===== src/rtl/vga_sprite_module_pkg.sv =====
// ---------------------------------------------------------------------------
// vga_sprite_module_pkg
// Shared constants and helpers for the sprite pixel generator.
//   COORD_W : width of the screen column/row coordinates from the sync generator
//   DIFF_W  : width of the signed column/row offsets (one extra bit for sign)
//   clog2() : elaboration-time ceiling log2, used for address/index widths
// ---------------------------------------------------------------------------
package vga_sprite_module_pkg;

    localparam int COORD_W = 11;
    localparam int DIFF_W  = COORD_W + 1;

    function automatic int clog2(input int value);
        int result;
        result = 0;
        while ((1 << result) < value) begin
            result = result + 1;
        end
        return (result == 0) ? 1 : result;
    endfunction

endpackage


===== src/rtl/vga_sprite_module_pipe_delay.sv =====
// ---------------------------------------------------------------------------
// vga_pipe_delay
// Fixed-depth register delay line. DEPTH = 0 degenerates to a plain wire.
//   CLK  : pixel clock
//   RSTn : asynchronous active-low reset, clears every stage to 0
//   din  : WIDTH-bit input word
//   dout : din delayed by DEPTH clock cycles
// ---------------------------------------------------------------------------
module vga_pipe_delay #(
    parameter int WIDTH = 1,
    parameter int DEPTH = 1
) (
    input  logic             CLK,
    input  logic             RSTn,
    input  logic [WIDTH-1:0] din,
    output logic [WIDTH-1:0] dout
);

    generate
        if (DEPTH == 0) begin : g_wire
            assign dout = din;
        end else begin : g_regs
            logic [WIDTH-1:0] stage [DEPTH];

            // NOTE: the stages carry Ready_Sig, so they are reset like ordinary
            // flops; this keeps the first cycles after reset at a known 0.
            always_ff @(posedge CLK or negedge RSTn) begin
                if (!RSTn) begin
                    for (int i = 0; i < DEPTH; i++) begin
                        stage[i] <= '0;
                    end
                end else begin
                    stage[0] <= din;
                    for (int i = 1; i < DEPTH; i++) begin
                        stage[i] <= stage[i-1];
                    end
                end
            end

            assign dout = stage[DEPTH-1];
        end
    endgenerate

endmodule


===== src/rtl/vga_sprite_module.sv =====
// ---------------------------------------------------------------------------
// vga_sprite_module
// Draws a 1-bpp ROM bitmap as a sprite at a programmable screen position,
// with optional 2x scaling, fg/bg colours and frame-synchronous blinking.
// Output latency L = ROM_LAT + 2 cycles.
//   CLK, RSTn             : pixel clock, asynchronous active-low reset
//   Ready_Sig             : active-video qualifier from the sync generator
//   Column_Addr_Sig       : current pixel column
//   Row_Addr_Sig          : current pixel row
//   Frame_Sig             : one-cycle pulse per frame (vertical blanking)
//   Pos_X, Pos_Y, Scale2x,
//   Blink_En, Fg_Color,
//   Bg_Color              : sprite controls, captured only on Frame_Sig
//   Rom_Data / Rom_Addr   : bitmap ROM row (column 0 = MSB) / row index
//   Red/Green/Blue_Sig    : colour channels to the DAC
//   Pix_Valid             : Ready_Sig delayed by L
// ---------------------------------------------------------------------------
module vga_sprite_module
    import vga_sprite_module_pkg::*;
#(
    parameter int IMG_W        = 64,
    parameter int IMG_H        = 64,
    parameter int COLOR_W      = 1,
    parameter int ROM_LAT      = 0,
    parameter int BLINK_FRAMES = 30
) (
    input  logic                    CLK,
    input  logic                    RSTn,
    input  logic                    Ready_Sig,
    input  logic [COORD_W-1:0]      Column_Addr_Sig,
    input  logic [COORD_W-1:0]      Row_Addr_Sig,
    input  logic                    Frame_Sig,
    input  logic [COORD_W-1:0]      Pos_X,
    input  logic [COORD_W-1:0]      Pos_Y,
    input  logic                    Scale2x,
    input  logic                    Blink_En,
    input  logic [3*COLOR_W-1:0]    Fg_Color,
    input  logic [3*COLOR_W-1:0]    Bg_Color,
    input  logic [IMG_W-1:0]        Rom_Data,
    output logic [clog2(IMG_H)-1:0] Rom_Addr,
    output logic [COLOR_W-1:0]      Red_Sig,
    output logic [COLOR_W-1:0]      Green_Sig,
    output logic [COLOR_W-1:0]      Blue_Sig,
    output logic                    Pix_Valid
);

    localparam int AW = clog2(IMG_H);
    localparam int IW = clog2(IMG_W);
    localparam int CW = 3 * COLOR_W;
    localparam int PW = 2 + IW + 2 * CW;

    // ------------------------------------------------------------------
    // Shadow registers: mid-frame input changes stay invisible until the
    // next Frame_Sig.
    // ------------------------------------------------------------------
    logic [COORD_W-1:0] pos_x_q, pos_y_q;
    logic               scale_q, blink_en_q;
    logic [CW-1:0]      fg_q, bg_q;

    // NOTE: asynchronous active-low reset -- RSTn sits in the sensitivity
    // list so outputs clear without waiting for a clock edge.
    always_ff @(posedge CLK or negedge RSTn) begin
        if (!RSTn) begin
            pos_x_q    <= '0;
            pos_y_q    <= '0;
            scale_q    <= 1'b0;
            blink_en_q <= 1'b0;
            fg_q       <= '1;
            bg_q       <= '0;
        end else if (Frame_Sig) begin
            pos_x_q    <= Pos_X;
            pos_y_q    <= Pos_Y;
            scale_q    <= Scale2x;
            blink_en_q <= Blink_En;
            fg_q       <= Fg_Color;
            bg_q       <= Bg_Color;
        end
    end

    // ------------------------------------------------------------------
    // Blink: frame counter wraps at BLINK_FRAMES-1 and toggles visibility.
    // Disabled blink holds the counter at 0 and the sprite visible, so a
    // later enable starts a fresh half-period.
    // ------------------------------------------------------------------
    logic [7:0] frame_cnt_q;
    logic       visible_q;

    always_ff @(posedge CLK or negedge RSTn) begin
        if (!RSTn) begin
            frame_cnt_q <= '0;
            visible_q   <= 1'b1;
        end else if (!blink_en_q) begin
            frame_cnt_q <= '0;
            visible_q   <= 1'b1;
        end else if (Frame_Sig) begin
            if (frame_cnt_q == 8'(BLINK_FRAMES - 1)) begin
                frame_cnt_q <= '0;
                visible_q   <= ~visible_q;
            end else begin
                frame_cnt_q <= frame_cnt_q + 8'd1;
            end
        end
    end

    // ------------------------------------------------------------------
    // Extent compare and ROM addressing. Offsets are one bit wider than the
    // coordinates so a pixel left of / above the sprite shows up as a set
    // sign bit instead of wrapping into range.
    // ------------------------------------------------------------------
    logic [DIFF_W-1:0] dx, dy, extent_w, extent_h;
    logic              inside_x, inside_y, hit_en;
    logic [IW-1:0]     bit_idx;
    logic [AW-1:0]     rom_addr_d;

    // NOTE: every always_comb output gets a default first so no path can
    // leave it unassigned and infer a latch.
    always_comb begin
        dx         = {1'b0, Column_Addr_Sig} - {1'b0, pos_x_q};
        dy         = {1'b0, Row_Addr_Sig} - {1'b0, pos_y_q};
        extent_w   = scale_q ? DIFF_W'(2 * IMG_W) : DIFF_W'(IMG_W);
        extent_h   = scale_q ? DIFF_W'(2 * IMG_H) : DIFF_W'(IMG_H);
        inside_x   = !dx[DIFF_W-1] && (dx < extent_w);
        inside_y   = !dy[DIFF_W-1] && (dy < extent_h);
        hit_en     = inside_x && inside_y && visible_q;
        bit_idx    = IW'(DIFF_W'(IMG_W - 1) - (scale_q ? (dx >> 1) : dx));
        rom_addr_d = '0;
        if (inside_y) begin
            rom_addr_d = AW'(scale_q ? (dy >> 1) : dy);
        end
    end

    always_ff @(posedge CLK or negedge RSTn) begin
        if (!RSTn) begin
            Rom_Addr <= '0;
        end else begin
            Rom_Addr <= rom_addr_d;
        end
    end

    // ------------------------------------------------------------------
    // Side-band pipeline: everything the output stage needs travels beside
    // the ROM access, including the colours, so a pixel is always drawn with
    // the shadow values that were live when its address was issued.
    // ------------------------------------------------------------------
    logic [PW-1:0] side_in, side_out;
    logic          ready_d, hit_d;
    logic [IW-1:0] idx_d;
    logic [CW-1:0] fg_d, bg_d;

    assign side_in = {Ready_Sig, hit_en, bit_idx, fg_q, bg_q};

    vga_pipe_delay #(
        .WIDTH (PW),
        .DEPTH (ROM_LAT + 1)
    ) u_side_delay (
        .CLK  (CLK),
        .RSTn (RSTn),
        .din  (side_in),
        .dout (side_out)
    );

    assign {ready_d, hit_d, idx_d, fg_d, bg_d} = side_out;

    // ------------------------------------------------------------------
    // Output register: colour select.
    // ------------------------------------------------------------------
    logic [CW-1:0] rgb_q;

    always_ff @(posedge CLK or negedge RSTn) begin
        if (!RSTn) begin
            rgb_q     <= '0;
            Pix_Valid <= 1'b0;
        end else begin
            Pix_Valid <= ready_d;
            if (!ready_d) begin
                rgb_q <= '0;
            end else if (hit_d && Rom_Data[idx_d]) begin
                rgb_q <= fg_d;
            end else begin
                rgb_q <= bg_d;
            end
        end
    end

    assign Red_Sig   = rgb_q[CW-1 -: COLOR_W];
    assign Green_Sig = rgb_q[2*COLOR_W-1 -: COLOR_W];
    assign Blue_Sig  = rgb_q[COLOR_W-1:0];

endmodule


===== config.mk =====
export PLATFORM = sky130hd
export DESIGN_NAME = vga_sprite_module
export DESIGN_NICKNAME = d
export VERILOG_FILES = /design/src/rtl/vga_sprite_module_pkg.sv /design/src/rtl/vga_sprite_module_pipe_delay.sv /design/src/rtl/vga_sprite_module.sv
export SDC_FILE = /design/constraint.sdc
export NUM_CORES = 1
export LEC_CHECK = 0
export BUFFER_PORTS_ARGS = -buffer_cell sky130_fd_sc_hd__buf_2
export CORE_MARGIN = 3
export CORE_UTILIZATION = 57
export CTS_BUF_LIST = sky130_fd_sc_hd__clkbuf_2
export DETAILED_ROUTE_END_ITERATION = 10
export GPL_ROUTABILITY_DRIVEN = 0
export GPL_TIMING_DRIVEN = 0
export PLACE_DENSITY_LB_ADDON = 0.2
export SLEW_MARGIN = 20
export SYNTH_ARGS = -nofsm -noshare
export SYNTH_HDL_FRONTEND = slang
export SYNTH_SLANG_ARGS = --single-unit

===== constraint.sdc =====
create_clock -name CLK -period 6.65 [get_ports CLK]
set_input_delay 0.665 -clock CLK [delete_from_list [all_inputs] [get_ports CLK]]
set_output_delay 0.665 -clock CLK [all_outputs]
set_load 0.05 [all_outputs]

==> flow_summary.yaml, run 1 <==
setup_path:
  cpLargestDelayFamily: "compound AO/OA/AOI/OAI gates"
  r2r.worst_path.cells: 15
  critPathLaunchType: "register"
  path_buf_inv: 1
  path_class: "register to register"
  slowest_library_cell_on_the_worst_path: "sky130_fd_sc_hd__dfrtp_1"
  critical_path.cell_chain: "inv_1 -> ha_1 -> nor2b_1 -> o31a_1 -> o21a_1 -> o21ai_0 -> nand2b_1 -> a21oi_1 -> xnor2_1 -> ha_1 -> nor2_1 -> o21ai_0 -> a2111oi_4 -> nand3_2 -> and4bb_1"
  endpoint: "u_side_delay.dout[12]"
  end_kind: "register"
  worst-endpoint-required_ns: 7.09
  worstReg2RegStart: "pos_y_q[1]"
  critPathMaxFanout: 6
  critPathLaunch: "pos_y_q[1]"
  critPathArrivalTime_ns: 3.61
  reg2reg_setup_slack_ns: 3.47
  delay_of_the_slowest_cell_on_the_worst_path_ns: 0.42
  worstSetupPathDepth: 15
  timing.rr.end: "u_side_delay.dout[12]"
pwr:
  power.switching_fraction_pct: 35.80
  power.clock.fraction_pct: 23.1
  power_leakage_nw: 2.401
  power.share.sequential_pct: 40.2
  power_switching_uw: 392.2
  max-vdd-ir-drop_v: 0.0001324
  combPwrFrac_pct: 36.7
  power_density_nw_per_um2: 223.3
  internal_power_uw: 703.2
sta:
  fmax_mhz: 314.9
  worst_case_clock_skew_ns: 0.02126
  grt_setup_unrepaired: "no"
  worst_pin_slew_ns: 0.7921
  final.min_clock_period_ns: 3.176
  setup_viol_count_final: 0
  maxSlewViolCount: 0
  slew-limit-headroom_pct: 46.74
  post-route-period-util_pct: 47.75
  hold-worst-slack_ns: 0.1778
  setup-tns-final_ns: 0
  final_hold_viol_count: 0
clock_tree:
  cts-resized-gates: 0
  tritoncts: "done"
  cts_setup_buffers: 0
  root_buffer_master: "sky130_fd_sc_hd__clkbuf_2"
  clk_pin_slew_ns: 0.22
  cts.sinks: 63
  insertion_delay_ns: 0.50
  cts_made_buffers: 9
  htreeDepth: 3
  ctsHoldBuffers: 0
  max-clock-path-buffers: 2
logic_synthesis:
  synth_xor_area_share_pct: 2.835
  netlist-cell-type-count: 50
  synth-simple-area-share_pct: 14.45
  async_reset_ff_share_pct: 100.0
  synthDominantCellAreaShare_pct: 36.76
  synth-edff-count: 0
  synthesis.yosys.warnings: 0
  post_synth_inst_count: 399
  synth_top_flop_cell: "sky130_fd_sc_hd__dfrtp_1"
  syn_avg_cell_area_um2: 10.07
  syn-cell-area_um2: 4016
  ys_seq_area_share_pct: 39.38
  cell_types_with_the_largest_area_share_after_synthesis: "sky130_fd_sc_hd__dfrtp_1, sky130_fd_sc_hd__mux4_2, sky130_fd_sc_hd__ha_1"
  compound_gate_fraction_of_synth_area_pct: 16.23
  synthDominantAreaCellType: "sky130_fd_sc_hd__dfrtp_1"
  main_combinational_cell_family_by_area_after_synthesis: "compound AO/OA/AOI/OAI gates"
  muxShareOfSynthArea_pct: 13.46
  mapped_nets: 547
  yosys.area_share.adder_pct: 9.097
  ys_seq_elements: 63
die:
  ports: 130
  dieArea_um2: 8089
  placementRows: 29
  start_util_pct: 60.82
  placeable_core_region_um2: 6604
  die_width_um: 89.94
  fp.dieH_um: 89.94
route:
  detailedRoute.firstPassIterationCount: 4
  route.final.wire_length_mm: 9.465
  routed_wire_length_per_instance_um: 14.86
  via_per_inst: 5.454
  residual_antenna_violating_net_count_after_detailed_routing: 0
  number_of_violations_reported_at_the_end_of_detailed_routing_iteration_0: 191
  vias: 3474
  detail_route.drc_violations: 0
global_route:
  vias_in_the_first_global_route: 3558
  grt_use_total_pct: 24.37
  globalRoute.totalOverflow: 0
  pin_count_of_the_biggest_net_entering_global_routing: 64
  grt_antenna_before_repair: 0
  first_pass_grt_wire_length_mm: 16.07
finish:
  most_frequent_cells_in_the_layout: "sky130_fd_sc_hd__buf_2, sky130_fd_sc_hd__dfrtp_1, sky130_fd_sc_hd__o21ai_0, sky130_fd_sc_hd__nand2_1, sky130_fd_sc_hd__inv_1"
  final_design_area_no_fill_um2: 4906
  antenna_cells_inserted: 0
  flow.area_growth_from_synthesis_pct: 22.15
  drive_gt1_share_pct: 34.01
  nets: 687
  mostFrequentLayoutCell: "sky130_fd_sc_hd__buf_2"
outcome:
  result_of_the_run: "finished, final reports clean"
placed_design:
  post-dp-hpwl_mm: 7.401
  placement.cell_area_um2: 4781
  port_buffers: 129
worst_hold_path:
  path_type_of_the_worst_min_delay_path: "input pin to asynchronous set/reset pin"
job:
  max_cap_viol_count: 0
## Yosys cell counts (all sizes together) (4+ instances only)
master and n:
nor2 20, a21oi 19, mux4 16, o21ai 44, nand3 10, dfrtp 59
mux2 8, nand2 41, ha 26, o21a 6, nor3 6, clkbuf 7
a21o 7, xnor2 8, xor2 5, dfstp 4, mux2i 9, a31oi 4
nand2b 8, buf 10, inv 27, a211oi 5, nor2b 10
## worst register-to-register path: cells and delay by family, from the launching register on
kind                       cells  cell delay [ns]
buffers and inverters          1             0.06
DFF                            1             0.42
xor gates and xnor gates       1             0.10
and+or+nand+nor                5             0.83
AOI/OAI and AO/OA              6             1.28
adders and majority gates      2             0.45
## sequential cells by signal, indices dropped and copies added (netlist names)
name,cells
Pix_Valid,1
Rom_Addr,6
bg_q,3
blink_en_q,1
fg_q,3
frame_cnt_q,8
pos_x_q,11
pos_y_q,11
rgb_q,3
scale_q,1
u_side_delay.dout,14
visible_q,1
## per-stage QoR
step	utilization (%)	setup WS (ns)	power, mW	cells
floorplan	-	3.605	0.7416	399
global placement	72.36	3.299	0.8335	621
detailed placement	72.39	3.230	0.8479	621
CTS	74.29	3.468	1.103	637
global route	74.29	3.184	1.174	637
finish	74.29	3.474	1.095	637
## cell families after synthesis
group,after synthesis
adder cells (fa/ha/maj),28
flip-flops,63
XOR/XNOR,13
multiplexers,33
AND/OR/NAND/NOR,115
buffers and inverters,44
AO/OA/AOI/OAI,103
## power groups by stage
stage	Clock, mW	Combinational, mW	Sequential [mW]
after floorplan	0	0.282	0.459
after global placement	0	0.388	0.445
after detailed placement	0	0.400	0.448
after CTS	0.258	0.404	0.441
after global routing	0.280	0.449	0.445
final	0.253	0.402	0.441
## worst min-delay path by stage
stage	to	slack [ns]	cells after the start
floorplan	u_side_delay.dout[0]	0.35	0
global placement	u_side_delay.dout[2]	0.36	0
detailed placement	u_side_delay.dout[2]	0.37	0
CTS	pos_y_q[9]	0.21	1
global route	u_side_delay.dout[13]	0.17	1
finish	pos_y_q[9]	0.18	1
## per-layer routing
metal	vias up	track usage [%]	part of all wire [%]
met5	-	0	0
met4	0	9.311	1.9
met3	16	5.509	6.4
met2	110	41.48	50
met1	1638	30.38	42
li1	1710	-	-
## layout make-up
cell class / instances / area [um2]
inverters: 27 / 101.3
fillers: 509 / 1698
repair buffers: 129 / 648.1
plain buffers: 17 / 81.33
clock inverters: 7 / 80.08
flip-flops and latches: 63 / 1582
clock buffers: 9 / 45.04
well taps: 93 / 116.4
multi-input cells: 292 / 2252
No activity file was read; power rests on OpenSTA's default activity.
==> inputs of run 2 (changes only) <==
--- a/config.mk
+++ b/config.mk
@@ -7,7 +7,7 @@
 export LEC_CHECK = 0
 export BUFFER_PORTS_ARGS = -buffer_cell sky130_fd_sc_hd__buf_2
 export CORE_MARGIN = 3
-export CORE_UTILIZATION = 57
+export CORE_UTILIZATION = 53
 export CTS_BUF_LIST = sky130_fd_sc_hd__clkbuf_2
 export DETAILED_ROUTE_END_ITERATION = 10
 export GPL_ROUTABILITY_DRIVEN = 0
==> constraint.sdc (replaced) <==
create_clock -name CLK -period 3 [get_ports CLK]
set_input_delay 0.3 -clock CLK [delete_from_list [all_inputs] [get_ports CLK]]
set_output_delay 0.3 -clock CLK [all_outputs]
set_load 0.05 [all_outputs]
==> run 2 against run 1 <==
Effect of this change: worst setup slack got worse by 3.5 ns; cell count rose by 6.1%; routed wire length increased by 11%; core utilization decreased by 1.8 points; power up 130%; first-iteration DRC count is 36% lower; clock power increased by 120%; sequential share of layout area fell by 2.3 points.
==> flow_summary.yaml, run 2 (synthesis results as in run 1) <==
sta:
  worst_pin_slew_ns: 0.7713
  final.min_clock_period_ns: 2.981
  slew-limit-headroom_pct: 48.14
  fmax_mhz: 335.5
  grt_setup_unrepaired: "yes"
  maxSlewViolCount: 0
  hold-worst-slack_ns: 0.02017
  setup_viol_count_final: 0
  post-route-period-util_pct: 99.36
  final_hold_viol_count: 0
  setup-tns-final_ns: 0
  worst_case_clock_skew_ns: 0.02227
global_route:
  globalRoute.totalOverflow: 0
  vias_in_the_first_global_route: 3844
  pin_count_of_the_biggest_net_entering_global_routing: 64
  grt_antenna_before_repair: 0
  first_pass_grt_wire_length_mm: 17.04
  grt_use_total_pct: 24.84
clock_tree:
  max-clock-path-buffers: 2
  root_buffer_master: "sky130_fd_sc_hd__clkbuf_2"
  cts.sinks: 63
  insertion_delay_ns: 0.52
  clk_pin_slew_ns: 0.19
  cts_made_buffers: 9
  tritoncts: "done"
  htreeDepth: 3
finish:
  number_of_flip_flops_in_the_largest_register: 14
  mostFrequentLayoutCell: "sky130_fd_sc_hd__buf_2"
  antenna_cells_inserted: 0
  nets: 720
  flow.area_growth_from_synthesis_pct: 31.68
  drive_gt1_share_pct: 34.14
  most_frequent_cells_in_the_layout: "sky130_fd_sc_hd__buf_2, sky130_fd_sc_hd__dfrtp_1, sky130_fd_sc_hd__o21ai_0, sky130_fd_sc_hd__nand2_1, sky130_fd_sc_hd__dlygate4sd3_1"
  nFillCells: 579
setup_path:
  slowest_library_cell_on_the_worst_path: "sky130_fd_sc_hd__dfrtp_1"
  worst-endpoint-required_ns: 3.43
  cpLargestDelayFamily: "compound AO/OA/AOI/OAI gates"
  critical_path.cell_chain: "inv_2 -> ha_4 -> nor2b_4 -> o31a_1 -> o21a_1 -> o21ai_1 -> nand2b_1 -> a21oi_2 -> xnor2_2 -> ha_2 -> nor2_2 -> o21ai_2 -> a2111oi_4 -> nand3_2 -> a211oi_1"
  reg2reg_setup_slack_ns: 0.02
  end_kind: "register"
  critPathArrivalTime_ns: 3.41
  path_class: "register to register"
  critPathMaxFanout: 6
  path_buf_inv: 1
  delay_of_the_slowest_cell_on_the_worst_path_ns: 0.43
  critPathLaunchType: "register"
die:
  placementRows: 31
  dieArea_um2: 8658
  start_util_pct: 55.08
  die_width_um: 93.05
  fp.dieH_um: 93.05
  ports: 130
  placeable_core_region_um2: 7292
pwr:
  max-vdd-ir-drop_v: 0.0002430
  power_leakage_nw: 2.552
  power_density_nw_per_um2: 472.6
worst_hold_path:
  path_type_of_the_worst_min_delay_path: "input pin to register"
route:
  detail_route.drc_violations: 0
  vias: 3706
  residual_antenna_violating_net_count_after_detailed_routing: 0
  via_per_inst: 5.482
  route.final.wire_length_mm: 10.49
  detailedRoute.firstPassIterationCount: 4
  number_of_violations_reported_at_the_end_of_detailed_routing_iteration_0: 123
  routed_wire_length_per_instance_um: 15.52
outcome:
  result_of_the_run: "finished, final reports clean"
placed_design:
  post-dp-hpwl_mm: 7.417
  port_buffers: 129
job:
  max_cap_viol_count: 0
run 2: report_power, final:
group | switching (mW) | internal [mW]
clock network | 0.358 | 0.202
logic | 0.499 | 0.465
registers | 0.0400 | 0.936
run 2: worst paths after layout:
kind	to	cells past startpoint	start
max	Rom_Addr[1]	15	pos_y_q[1]
min	pos_x_q[1]	3	Pos_X[1]
max reg2reg	Rom_Addr[1]	15	pos_y_q[1]
min reg2reg	u_side_delay.dout[3]	0	fg_q[0]
max in group asynchronous	frame_cnt_q[7]	2	RSTn
min in group asynchronous	u_side_delay.dout[10]	2	RSTn
run 2: timing repair:
action	CTS	global route
hold buffers	30	0
pin swaps	8	9
buffers inserted	2	1
hold endpoints to repair	88	0
endpoints found under the setup margin	4	7
gates resized for setup	6	6
gates cloned	0	0
run 2: metrics by stage:
| stage | setup WS (ns) | cell area, um2 | util, % | std cells | total power, mW |
|---|---|---|---|---|---|
| final | 0.01911 | 5289 | 72.53 | 676 | 2.499 |
| after CTS | -0.01910 | 5241 | 71.88 | 675 | 2.480 |
| after global routing | -0.1448 | 5289 | 72.53 | 676 | 2.658 |
| after floorplan | 0.2301 | 4016 | - | 399 | 1.644 |
| after detailed placement | -0.02961 | 4788 | 65.67 | 627 | 1.883 |
| after global placement | 0.01727 | 4786 | 65.63 | 627 | 1.852 |
run 2: layout make-up:
class                   count  area (um2)  area share (%)
flip-flops and latches     63        1582           29.90
multi-input cells         292        2305           43.58
clock buffers               9       45.04          0.8517
plain buffers              17       81.33           1.538
well taps                  99       123.9           2.342
inverters                  27       101.3           1.916
clock inverters             7       80.08           1.514
repair buffers            162       970.9           18.36
run 2: worst register-to-register path, cell delays in order, from the launching register on:
cell and delay (ns):
sky130_fd_sc_hd__dfrtp_1 0.43, sky130_fd_sc_hd__inv_2 0.09, sky130_fd_sc_hd__ha_4 0.20, sky130_fd_sc_hd__nor2b_4 0.12, sky130_fd_sc_hd__o31a_1 0.28, sky130_fd_sc_hd__o21a_1 0.19
sky130_fd_sc_hd__o21ai_1 0.13, sky130_fd_sc_hd__nand2b_1 0.08, sky130_fd_sc_hd__a21oi_2 0.18, sky130_fd_sc_hd__xnor2_2 0.09, sky130_fd_sc_hd__ha_2 0.18, sky130_fd_sc_hd__nor2_2 0.11
sky130_fd_sc_hd__o21ai_2 0.07, sky130_fd_sc_hd__a2111oi_4 0.25, sky130_fd_sc_hd__nand3_2 0.20, sky130_fd_sc_hd__a211oi_1 0.29
run 2: metal layers:
metal / part of all wire, % / global-route usage, % / wire (um) / vias up
li1: - / - / - / 1778
met1: 41 / 30.28 / 4295 / 1772
met2: 52 / 43.73 / 5416 / 129
met3: 5.1 / 4.023 / 536 / 27
met4: 2.3 / 10.13 / 242 / 0
met5: 0 / 0 / 0 / -
==> inputs of run 3 (changes only) <==
--- a/config.mk
+++ b/config.mk
@@ -5,9 +5,10 @@
 export SDC_FILE = /design/constraint.sdc
 export NUM_CORES = 1
 export LEC_CHECK = 0
+export ABC_AREA = 1
 export BUFFER_PORTS_ARGS = -buffer_cell sky130_fd_sc_hd__buf_2
 export CORE_MARGIN = 3
-export CORE_UTILIZATION = 53
+export CORE_UTILIZATION = 54
 export CTS_BUF_LIST = sky130_fd_sc_hd__clkbuf_2
 export DETAILED_ROUTE_END_ITERATION = 10
 export GPL_ROUTABILITY_DRIVEN = 0
==> run 3 against run 2 <==
Effect of this change: combinational power increased by 9%; cell count up 27%; largest power group is now combinational cells; register-to-register slack improved by 0.57 ns; critical path type unchanged; non-clock buffer count fell by 3; clock power down 5.9%; first-iteration DRC count rose by 96%; fmax rose by 24%; sequential share of layout area fell by 0.72 points; cell area rose by 2.5%; routed wire length up 4.4%; largest cell class unchanged; count of clock-buffer cells in the layout did not move; clock skew increased by 0.0094 ns.
==> flow_summary.yaml, run 3 <==
logic_synthesis:
  main_combinational_cell_family_by_area_after_synthesis: "simple AND/OR/NAND/NOR gates"
  synth_xor_area_share_pct: 3.096
  muxShareOfSynthArea_pct: 0
  post_synth_inst_count: 589
  synth_top_flop_cell: "sky130_fd_sc_hd__dfrtp_1"
  synth-edff-count: 0
  synthDominantCellAreaShare_pct: 34.79
  compound_gate_fraction_of_synth_area_pct: 10.47
  mapped_nets: 737
  syn-cell-area_um2: 4244
  yosys.area_share.adder_pct: 8.608
  cell_types_with_the_largest_area_share_after_synthesis: "sky130_fd_sc_hd__dfrtp_1, sky130_fd_sc_hd__nand2_1, sky130_fd_sc_hd__nand3_1"
  commonest_cells_in_the_netlist: "sky130_fd_sc_hd__nand2_1, sky130_fd_sc_hd__nand3_1, sky130_fd_sc_hd__inv_1"
  synthMostInstantiatedCell: "sky130_fd_sc_hd__nand2_1"
  ys_seq_elements: 63
  synth-simple-area-share_pct: 31.60
  netlist-cell-type-count: 42
  synthesis.yosys.warnings: 0
  syn_avg_cell_area_um2: 7.206
  synthDominantAreaCellType: "sky130_fd_sc_hd__dfrtp_1"
  ys_seq_area_share_pct: 37.26
  async_reset_ff_share_pct: 100.0
clock_tree:
  cts_made_buffers: 9
  cts.sinks: 63
  htreeDepth: 3
  root_buffer_master: "sky130_fd_sc_hd__clkbuf_2"
  tritoncts: "done"
  insertion_delay_ns: 0.51
  cts_setup_buffers: 0
  clk_pin_slew_ns: 0.20
  max-clock-path-buffers: 2
die:
  fp.dieH_um: 94.66
  placeable_core_region_um2: 7447
  die_width_um: 94.66
  dieArea_um2: 8960
  placementRows: 31
  ports: 130
  start_util_pct: 56.99
setup_path:
  critPathLaunchType: "register"
  worst-endpoint-required_ns: 3.42
  critPathMaxFanout: 7
  end_kind: "register"
  r2r.worst_path.cells: 11
  critPathArrivalTime_ns: 2.83
  path_class: "register to register"
sta:
  final.min_clock_period_ns: 2.410
  setup_viol_count_final: 0
  post-route-period-util_pct: 80.32
  worst_pin_slew_ns: 0.7757
  slew-limit-headroom_pct: 48.29
  final_hold_viol_count: 0
  fmax_mhz: 415.0
  setup-tns-final_ns: 0
  worst_case_clock_skew_ns: 0.03170
  grt_setup_unrepaired: "no"
  maxSlewViolCount: 0
  hold-worst-slack_ns: 0.02395
route:
  routed_wire_length_per_instance_um: 12.72
  detailedRoute.firstPassIterationCount: 5
  residual_antenna_violating_net_count_after_detailed_routing: 0
  number_of_violations_reported_at_the_end_of_detailed_routing_iteration_0: 241
  via_per_inst: 5.217
  detail_route.drc_violations: 0
  route.final.wire_length_mm: 10.96
  vias: 4492
worst_hold_path:
  holdPathStages: 3
  path_type_of_the_worst_min_delay_path: "input pin to register"
global_route:
  grt_use_total_pct: 25.14
  pin_count_of_the_biggest_net_entering_global_routing: 64
  vias_in_the_first_global_route: 4412
  grt_antenna_before_repair: 0
  first_pass_grt_wire_length_mm: 18.04
  globalRoute.totalOverflow: 0
finish:
  mostFrequentLayoutCell: "sky130_fd_sc_hd__nand2_1"
  number_of_flip_flops_in_the_largest_register: 14
  flow.area_growth_from_synthesis_pct: 27.68
  antenna_cells_inserted: 0
  drive_gt1_share_pct: 22.83
  most_frequent_cells_in_the_layout: "sky130_fd_sc_hd__nand2_1, sky130_fd_sc_hd__buf_2, sky130_fd_sc_hd__nand3_1, sky130_fd_sc_hd__inv_1, sky130_fd_sc_hd__dfrtp_1"
  final_design_area_no_fill_um2: 5419
  fin_util_pct: 72.77
  nets: 905
outcome:
  result_of_the_run: "finished, final reports clean"
placed_design:
  post-dp-hpwl_mm: 8.259
  port_buffers: 128
  placement.cell_area_um2: 5011
pwr:
  power_density_nw_per_um2: 472.2
  max-vdd-ir-drop_v: 0.0003334
  power_leakage_nw: 2.956
job:
  max_cap_viol_count: 0
[run 3: worst max-delay path, stage by stage (launching register included)]
cell and delay, ns:
sky130_fd_sc_hd__dfrtp_1 0.37, sky130_fd_sc_hd__inv_1 0.05, sky130_fd_sc_hd__ha_1 0.35, sky130_fd_sc_hd__nand2_1 0.19, sky130_fd_sc_hd__nor2_1 0.07, sky130_fd_sc_hd__nor2_1 0.18, sky130_fd_sc_hd__o31ai_4 0.12, sky130_fd_sc_hd__xor2_1 0.16
sky130_fd_sc_hd__ha_1 0.29, sky130_fd_sc_hd__a21oi_2 0.15, sky130_fd_sc_hd__nand3_2 0.19, sky130_fd_sc_hd__nor2_1 0.20
[run 3: cell families (layout without fill, tap and decap cells)]
family	count (synthesis)	after routing
compound gates	76	76
xor+xnor	15	15
fa+ha+maj	28	28
buf+inv	89	262
flops	63	63
simple gates	318	318
[run 3: routing by layer]
metal	global-route usage, %	wire [um]	vias up
met1	27.92	4330	2047
met4	7.813	243	0
met2	46.80	5520	179
li1	-	-	2241
met3	6.215	862	25
met5	0	0	-
[run 3: worst paths after layout]
kind,slack (ns),start,endpoint
max,0.59,pos_y_q[5],Rom_Addr[3]
min in group asynchronous,0.39,RSTn,rgb_q[2]
max in group asynchronous,2.09,RSTn,u_side_delay.dout[7]
max reg2reg,0.59,pos_y_q[5],Rom_Addr[3]
min,0.02,Pos_Y[9],pos_y_q[9]
min reg2reg,0.40,fg_q[2],u_side_delay.dout[5]
[run 3: cell type report]
type | count | area, um2
fillers | 602 | 2028
plain buffers | 19 | 115.1
clock inverters | 7 | 72.57
repair buffers | 157 | 933.4
multi-input cells | 437 | 2282
well taps | 99 | 123.9
clock buffers | 9 | 45.04
flip-flops and latches | 63 | 1582
inverters | 70 | 265.3
[run 3: repair_timing]
action | CTS | global route
endpoints found under the setup margin | 0 | 0
gates resized for setup | 0 | 0
hold buffers | 29 | 0
hold endpoints to repair | 87 | 0
[run 3: report_power, final]
group          leakage, nW  switching (mW)  internal, mW  total, mW
combinational         2.10           0.635         0.418       1.05
sequential           0.785          0.0415         0.938      0.980
clock               0.0683           0.334         0.193      0.527
[run 3: stage by stage]
stage,power [mW],worst slack (ns),cells
global route,2.765,0.4726,861
finish,2.559,0.5905,861
global placement,1.969,0.6823,816
CTS,2.563,0.6208,861
floorplan,1.729,0.9717,589
detailed placement,2.002,0.6519,816
